==> config.mk <==
export PLATFORM = sky130hd
export DESIGN_NAME = feed_scheduler
export DESIGN_NICKNAME = d
export VERILOG_FILES = /design/src/rtl/feed_scheduler.sv
export SDC_FILE = /design/constraint.sdc
export NUM_CORES = 1
export LEC_CHECK = 0
export CORE_UTILIZATION = 50
export DETAILED_ROUTE_END_ITERATION = 10
export GPL_TIMING_DRIVEN = 1
export MAX_ROUTING_LAYER = met4
export PLACE_DENSITY = 0.77
export SYNTH_ARGS = -nofsm -noshare
export SYNTH_HDL_FRONTEND = slang
export SYNTH_HIERARCHICAL = 1
export SYNTH_SLANG_ARGS = --single-unit
==> constraint.sdc <==
create_clock -name clk -period 2.34 [get_ports clk]
set_input_delay 0.234 -clock clk [delete_from_list [all_inputs] [get_ports clk]]
set_output_delay 0.234 -clock clk [all_outputs]
set_load 0.01 [all_outputs]
==> src/rtl/feed_scheduler.sv <==
// Pet-feeder scheduler: programmable time slots plus manual feeds drive a
// dispense/cooldown FSM, and a sequencer writes a new time into the clock.

module feed_slot (
  input  logic       clk,
  input  logic       reset,
  input  logic       we,
  input  logic [7:0] cfg_hour,
  input  logic [7:0] cfg_min,
  input  logic [7:0] cfg_portion,
  input  logic       cfg_ampm,
  input  logic       cfg_en,
  input  logic [7:0] hour,
  input  logic [7:0] minute,
  input  logic       ampm,
  output logic       hit,
  output logic [7:0] portion
);
  logic [7:0] s_hour, s_min;
  logic       s_ampm, s_en;

  always_ff @(posedge clk) begin
    if (reset) begin
      s_hour  <= '0;
      s_min   <= '0;
      s_ampm  <= 1'b0;
      s_en    <= 1'b0;
      portion <= '0;
    end else if (we) begin
      s_hour  <= cfg_hour;
      s_min   <= cfg_min;
      s_ampm  <= cfg_ampm;
      s_en    <= cfg_en;
      portion <= cfg_portion;
    end
  end

  assign hit = s_en && (portion != 8'd0) && (s_hour == hour) &&
               (s_min == minute) && (s_ampm == ampm);
endmodule

module feed_scheduler #(
  parameter int         NUM_SLOTS      = 4,
  parameter logic [7:0] MAX_PORTION    = 8'd30,
  parameter logic [7:0] MANUAL_PORTION = 8'd5
) (
  input  logic       clk,
  input  logic       reset,
  input  logic [7:0] hour,
  input  logic [7:0] minute,
  input  logic [7:0] second,
  input  logic       ampm,
  input  logic       cfg_we,
  input  logic [1:0] cfg_slot,
  input  logic [7:0] cfg_hour,
  input  logic [7:0] cfg_min,
  input  logic [7:0] cfg_portion,
  input  logic       cfg_ampm,
  input  logic       cfg_en,
  input  logic       manual_req,
  input  logic       set_req,
  input  logic [7:0] set_hour,
  input  logic [7:0] set_min,
  input  logic       set_ampm,
  output logic       writeHour,
  output logic       writeMin,
  output logic       writeAmpm,
  output logic [7:0] data,
  output logic       set_busy,
  output logic       motor_on,
  output logic [1:0] feed_state,
  output logic [7:0] feed_count,
  output logic [2:0] last_src
);
  typedef enum logic [1:0] {F_IDLE = 2'd0, F_DISP = 2'd1, F_COOL = 2'd2} feed_t;
  typedef enum logic [1:0] {S_IDLE, S_HOUR, S_MIN, S_AMPM} seq_t;

  // ---------------- second tick ----------------
  logic [7:0] sec_q;
  logic       sec_vld;
  logic       tick;

  always_ff @(posedge clk) begin
    if (reset) begin
      sec_q   <= '0;
      sec_vld <= 1'b0;
    end else begin
      sec_q   <= second;
      sec_vld <= 1'b1;
    end
  end

  assign tick = sec_vld && (second != sec_q);

  // ---------------- slots ----------------
  logic                       cfg_ok;
  logic [7:0]                 cfg_clamp;
  logic [NUM_SLOTS-1:0]       hit;
  logic [NUM_SLOTS-1:0][7:0]  portion;

  assign cfg_ok    = (cfg_hour >= 8'd1) && (cfg_hour <= 8'd12) && (cfg_min <= 8'd59);
  assign cfg_clamp = (cfg_portion > MAX_PORTION) ? MAX_PORTION : cfg_portion;

  for (genvar i = 0; i < NUM_SLOTS; i++) begin : g_slot
    feed_slot u_slot (
      .clk        (clk),
      .reset      (reset),
      .we         (cfg_we && cfg_ok && (cfg_slot == 2'(i))),
      .cfg_hour   (cfg_hour),
      .cfg_min    (cfg_min),
      .cfg_portion(cfg_clamp),
      .cfg_ampm   (cfg_ampm),
      .cfg_en     (cfg_en),
      .hour       (hour),
      .minute     (minute),
      .ampm       (ampm),
      .hit        (hit[i]),
      .portion    (portion[i])
    );
  end

  // Lowest index wins: scan downward so the last assignment is the lowest hit.
  logic       win_vld;
  logic [2:0] win_idx;
  logic [7:0] win_portion;

  always_comb begin
    win_vld     = 1'b0;
    win_idx     = '0;
    win_portion = '0;
    for (int i = NUM_SLOTS - 1; i >= 0; i--) begin
      if (hit[i]) begin
        win_vld     = 1'b1;
        win_idx     = 3'(i);
        win_portion = portion[i];
      end
    end
  end

  // ---------------- feed FSM ----------------
  feed_t      fstate, fnext;
  logic [7:0] remaining;
  logic       start, done, match_ok;
  logic [7:0] start_portion;
  logic [2:0] start_src;

  assign match_ok = tick && (second == 8'd0) && !set_busy && (fstate == F_IDLE) && win_vld;

  always_comb begin
    fnext         = fstate;
    start         = 1'b0;
    done          = 1'b0;
    start_portion = MANUAL_PORTION;
    start_src     = 3'd7;
    case (fstate)
      F_IDLE: begin
        if (match_ok) begin
          fnext         = F_DISP;
          start         = 1'b1;
          start_portion = win_portion;
          start_src     = win_idx;
        end else if (manual_req) begin
          fnext = F_DISP;
          start = 1'b1;
        end
      end
      F_DISP: if (tick && (remaining <= 8'd1)) begin
        fnext = F_COOL;
        done  = 1'b1;
      end
      F_COOL: if (tick) fnext = F_IDLE;
      default: fnext = F_IDLE;
    endcase
  end

  always_ff @(posedge clk) begin
    if (reset) begin
      fstate     <= F_IDLE;
      remaining  <= '0;
      feed_count <= '0;
      last_src   <= '0;
    end else begin
      fstate <= fnext;
      if (start) begin
        remaining <= start_portion;
        last_src  <= start_src;
      end else if ((fstate == F_DISP) && tick) begin
        remaining <= remaining - 8'd1;
      end
      if (done && (feed_count != 8'hFF)) feed_count <= feed_count + 8'd1;
    end
  end

  assign feed_state = fstate;
  assign motor_on   = (fstate == F_DISP);

  // ---------------- time-set sequencer ----------------
  // Each strobe is held two cycles so a write swallowed by a clock rollover is repeated.
  seq_t       sstate, snext;
  logic       phase, cap;
  logic [7:0] cap_hour, cap_min;
  logic       cap_ampm;

  always_comb begin
    snext = sstate;
    cap   = 1'b0;
    case (sstate)
      S_IDLE: if (set_req) begin
        snext = S_HOUR;
        cap   = 1'b1;
      end
      S_HOUR:  if (phase) snext = S_MIN;
      S_MIN:   if (phase) snext = S_AMPM;
      S_AMPM:  if (phase) snext = S_IDLE;
      default: snext = S_IDLE;
    endcase
  end

  always_ff @(posedge clk) begin
    if (reset) begin
      sstate   <= S_IDLE;
      phase    <= 1'b0;
      cap_hour <= '0;
      cap_min  <= '0;
      cap_ampm <= 1'b0;
    end else begin
      sstate <= snext;
      phase  <= (sstate != S_IDLE) ? ~phase : 1'b0;
      if (cap) begin
        cap_hour <= set_hour;
        cap_min  <= set_min;
        cap_ampm <= set_ampm;
      end
    end
  end

  assign set_busy  = (sstate != S_IDLE);
  assign writeHour = (sstate == S_HOUR);
  assign writeMin  = (sstate == S_MIN);
  assign writeAmpm = (sstate == S_AMPM);

  always_comb begin
    data = '0;
    case (sstate)
      S_HOUR:  data = cap_hour;
      S_MIN:   data = cap_min;
      S_AMPM:  data = {7'b0, cap_ampm};
      default: data = '0;
    endcase
  end
endmodule

==> impl_metrics.csv, run 1 <==
group,metric,value,unit
run_status,status,"finished with violations",
run_status,failed_checks,"setup timing",
clocking,cts_made_buffers,17,
finish,final_cell_mix,"dfxtp_1 (146), nor2_1 (129), mux2i_1 (106), clkdlybuf4s50_1 (95), buf_4 (88)",
floorplan,core-area,14100,µm²
yosys,synth_top_area_share,41.9,%
yosys,yosysTopAreaCell,"dfxtp_1",
worst_setup_path,endpoint_kind,"flip-flop",
worst_setup_path,crit_arrival,2850,ps
timing,relSlewSlack,62.3,%
finish,drive_above_1_share,19.0,%
timing,min_period,2500,ps
grt,antenna_found_initial,1,
yosys,synth-edff-count,0,
floorplan,die_h,123,µm
timing,setup_violations,11,
worst_setup_path,cp_cell_sequence,"xor2_1 -> nor4_2 -> nand4_1 -> nor4_2 -> nor2b_4 -> buf_4 -> a221oi_1 -> o31ai_1 -> nand2_1 -> a221oi_2",
timing,worstMarginPinSlew,564,ps
clocking,cts_tree,"done",
timing,period_share,107,%
timing,slew_violations,0,
worst_setup_path,worst_path_max_delay_cell,"o31ai_1",
place,place_worst_setup_slack,-749,ps
finish,final_common_cell,"dfxtp_1",
yosys,synth_area_per_cell,9.28,µm²
grt,grt_pass1_wl,30800,µm
finish,seqCellArea,3090,µm²
yosys,yosysSeqAreaShare,41.9,%
routing,drc,0,
routing,wl_per_cell,16.5,µm
timing,timing.final.ws_setup,-163,ps
worst_setup_path,setup.worst_path.start,"g_slot[3].u_slot/s_ampm$_SDFFE_PP0P_",
yosys,synth_area,7360,µm²
floorplan,dieWidth,123,µm
timing,fmax,399,MHz
grt,grt_start_max_net_pins,80,
worst_setup_path,crit_fanout,5,
place,gp_congestion,0.897,
worst_setup_path,cpMostUsedCell,"nor4_2",
worst_setup_path,required,2690,ps
floorplan,start_util,52.2,%
flow_run,max_cap_viol_count,0,
timing,final-hold-violation-count,0,
finish,fillers,1035,
routing,wirelength,19300,µm
routing,drt_iter0_markers,310,
finish,multi_input_area,4260,µm²
routing,viasPerCell,5.45,
worst_setup_path,max_stage_delay,350,ps
pwr,p_per_area,685,nW/µm²
routing,ant_nets,0,
finish,fin_nets,1056,
worst_setup_path,criticalPathCategory,"reg -> reg",
place,placement.io_buffers,100,
clocking,clk_pin_slew,60,ps
pwr,cellLeakagePower,3.67,nW
pwr,max-vdd-ir-drop,0.000512,V
floorplan,die-area,15200,µm²
finish,area_growth,36.6,%
yosys,ys_ff_latch,154,
floorplan,ios,101,
routing,first_pass_iters,5,
grt,grt_use_total,27.1,%
min_path,min_path_type,"in -> reg",
yosys,synth_area_leaders,"dfxtp_1 (42%), mux2i_1 (14%), xnor2_1 (6.7%)",
routing,dr_total_vias,6361,
yosys,yosysWarnings,6,
clocking,clock_latency,430,ps
worst_setup_path,startpoint_type,"flip-flop",
timing,finalClockSkew,6.00,ps
timing,rsz0062_at_grt,"true",
grt,grt-ovfl-total,0,
clocking,clockBufferDepth,2,
yosys,async_reset_ff_share,0,%
clocking,root_buffer,"clkbuf_16",
yosys,ys.flop_type,"dfxtp_1",
yosys,ys_types,58,
worst_setup_path,timing.rr.start,"g_slot[3].u_slot/s_ampm$_SDFFE_PP0P_",
timing,fin_hold_ws,238,ps
clocking,cts_max_level,4,
grt,grt_pass1_vias,6227,
yosys,synthCells,793,
place,dpl.hpwl,13400,µm
floorplan,rows,43,
min_path,min_from,"reset",
clocking,clock_sinks,154,
-- registers in the layout, summed over array words and instances, names as in the netlist --
signal,cells
g_slot.u_slot/portion,32
g_slot.u_slot/s_hour,32
g_slot.u_slot/s_min,32
cap_hour,8
cap_min,8
feed_count,8
remaining,8
sec_q,8
g_slot.u_slot/s_ampm,4
g_slot.u_slot/s_en,4
last_src,3
feed_state,2
sstate,2
cap_ampm,1
phase,1
sec_vld,1
-- worst max-delay path: cells and delay by family (launching register included) --
family	cells	cell delay [ps]
AO/OA/AOI/OAI	3	650
AND/OR/NAND/NOR	5	1110
XOR/XNOR	1	160
flip-flops	1	330
buffers and inverters	1	170
-- final cells by class --
type	count	area share (%)
Clock buffer	19	4.41
Inverter	17	0.635
Clock inverter	13	1.69
Antenna cell	1	0.0249
Sequential cell	154	30.8
Tap cell	180	2.24
Timing Repair Buffer	195	17.8
Multi-Input combinational cell	589	42.4
-- through the flow --
stage          setup TNS [ps]  instance area [µm²]  utilization, %  power [mW]  instances
3_5_place_dp           -12320                 9170            65.1        4.02       1131
3_3_place_gp           -10150                 9170            65.1        4.00       1131
4_1_cts                 -1340                 9930            70.4        6.85       1166
5_1_grt                 -2880                10100            71.3        7.17       1168
2_1_floorplan               0                 7400               -        3.50        804
6_report                 -924                10100            71.3        6.89       1168
-- final timing paths --
| check | slack (ps) | to | cells past startpoint |
|---|---|---|---|
| max | -160 | remaining[3]$_SDFFE_PP0P_ | 10 |
| max reg2reg | -160 | remaining[3]$_SDFFE_PP0P_ | 10 |
| min reg2reg | 420 | phase$_SDFF_PP0_ | 1 |
| min | 240 | feed_count[2]$_SDFFE_PP0P_ | 2 |
-- synthesized netlist by cell type (7+ instances only) --
master	count
xor2_1	26
o31ai_1	7
mux2i_1	106
nor4_2	9
buf_4	13
a22oi_1	8
xnor2_1	56
nor3_1	17
clkbuf_1	27
nor4_1	11
dfxtp_1	154
nand4_1	21
nor2_1	130
a21oi_1	30
inv_1	17
a221oi_1	11
nor2b_1	21
nand2_1	58
ha_1	7
-- routing by layer --
metal / share of wire, % / track usage (%)
met1: 45 / 33.0
met2: 48 / 44.3
met3: 5.2 / 6.13
met4: 1.9 / 9.04
met5: 0 / -
-- repair_timing --
item	4_1_cts	5_1_grt
buffers inserted	4	1
gates cloned	0	0
pin swaps	24	17
resized for setup	32	22
setup endpoints to repair	20	14
hold buffers	0	0
-- power by group --
part	internal, mW	switching [mW]
clock	1.71	1.12
combinational	0.577	0.652
sequential	2.74	0.0898
total	5.03	1.86
-- cells by family (layout without fill, tap and decap cells) --
| group | count (synthesis) | count (layout) | synth area share [%] |
|---|---|---|---|
| XOR/XNOR | 82 | 82 | 9.76 |
| flip-flops | 154 | 154 | 41.9 |
| buffers and inverters | 61 | 244 | 3.91 |
| other | 1 | 13 | 0.0510 |
| AO/OA/AOI/OAI | 82 | 82 | 7.92 |
| AND/OR/NAND/NOR | 299 | 299 | 20.6 |
| adder cells (fa/ha/maj) | 7 | 7 | 1.19 |
| multiplexers | 107 | 107 | 14.6 |
Power figures use the tool's default switching activity.
==> run 2, diff against run 1 <==
--- a/config.mk
+++ b/config.mk
@@ -6,6 +6,7 @@
 export NUM_CORES = 1
 export LEC_CHECK = 0
 export CORE_UTILIZATION = 50
+export CTS_CLUSTER_DIAMETER = 30
 export DETAILED_ROUTE_END_ITERATION = 10
 export GPL_TIMING_DRIVEN = 1
 export MAX_ROUTING_LAYER = met4
==> results of run 2 <==
Same layout as run 1: the final DEF is identical, and so are final timing and power.
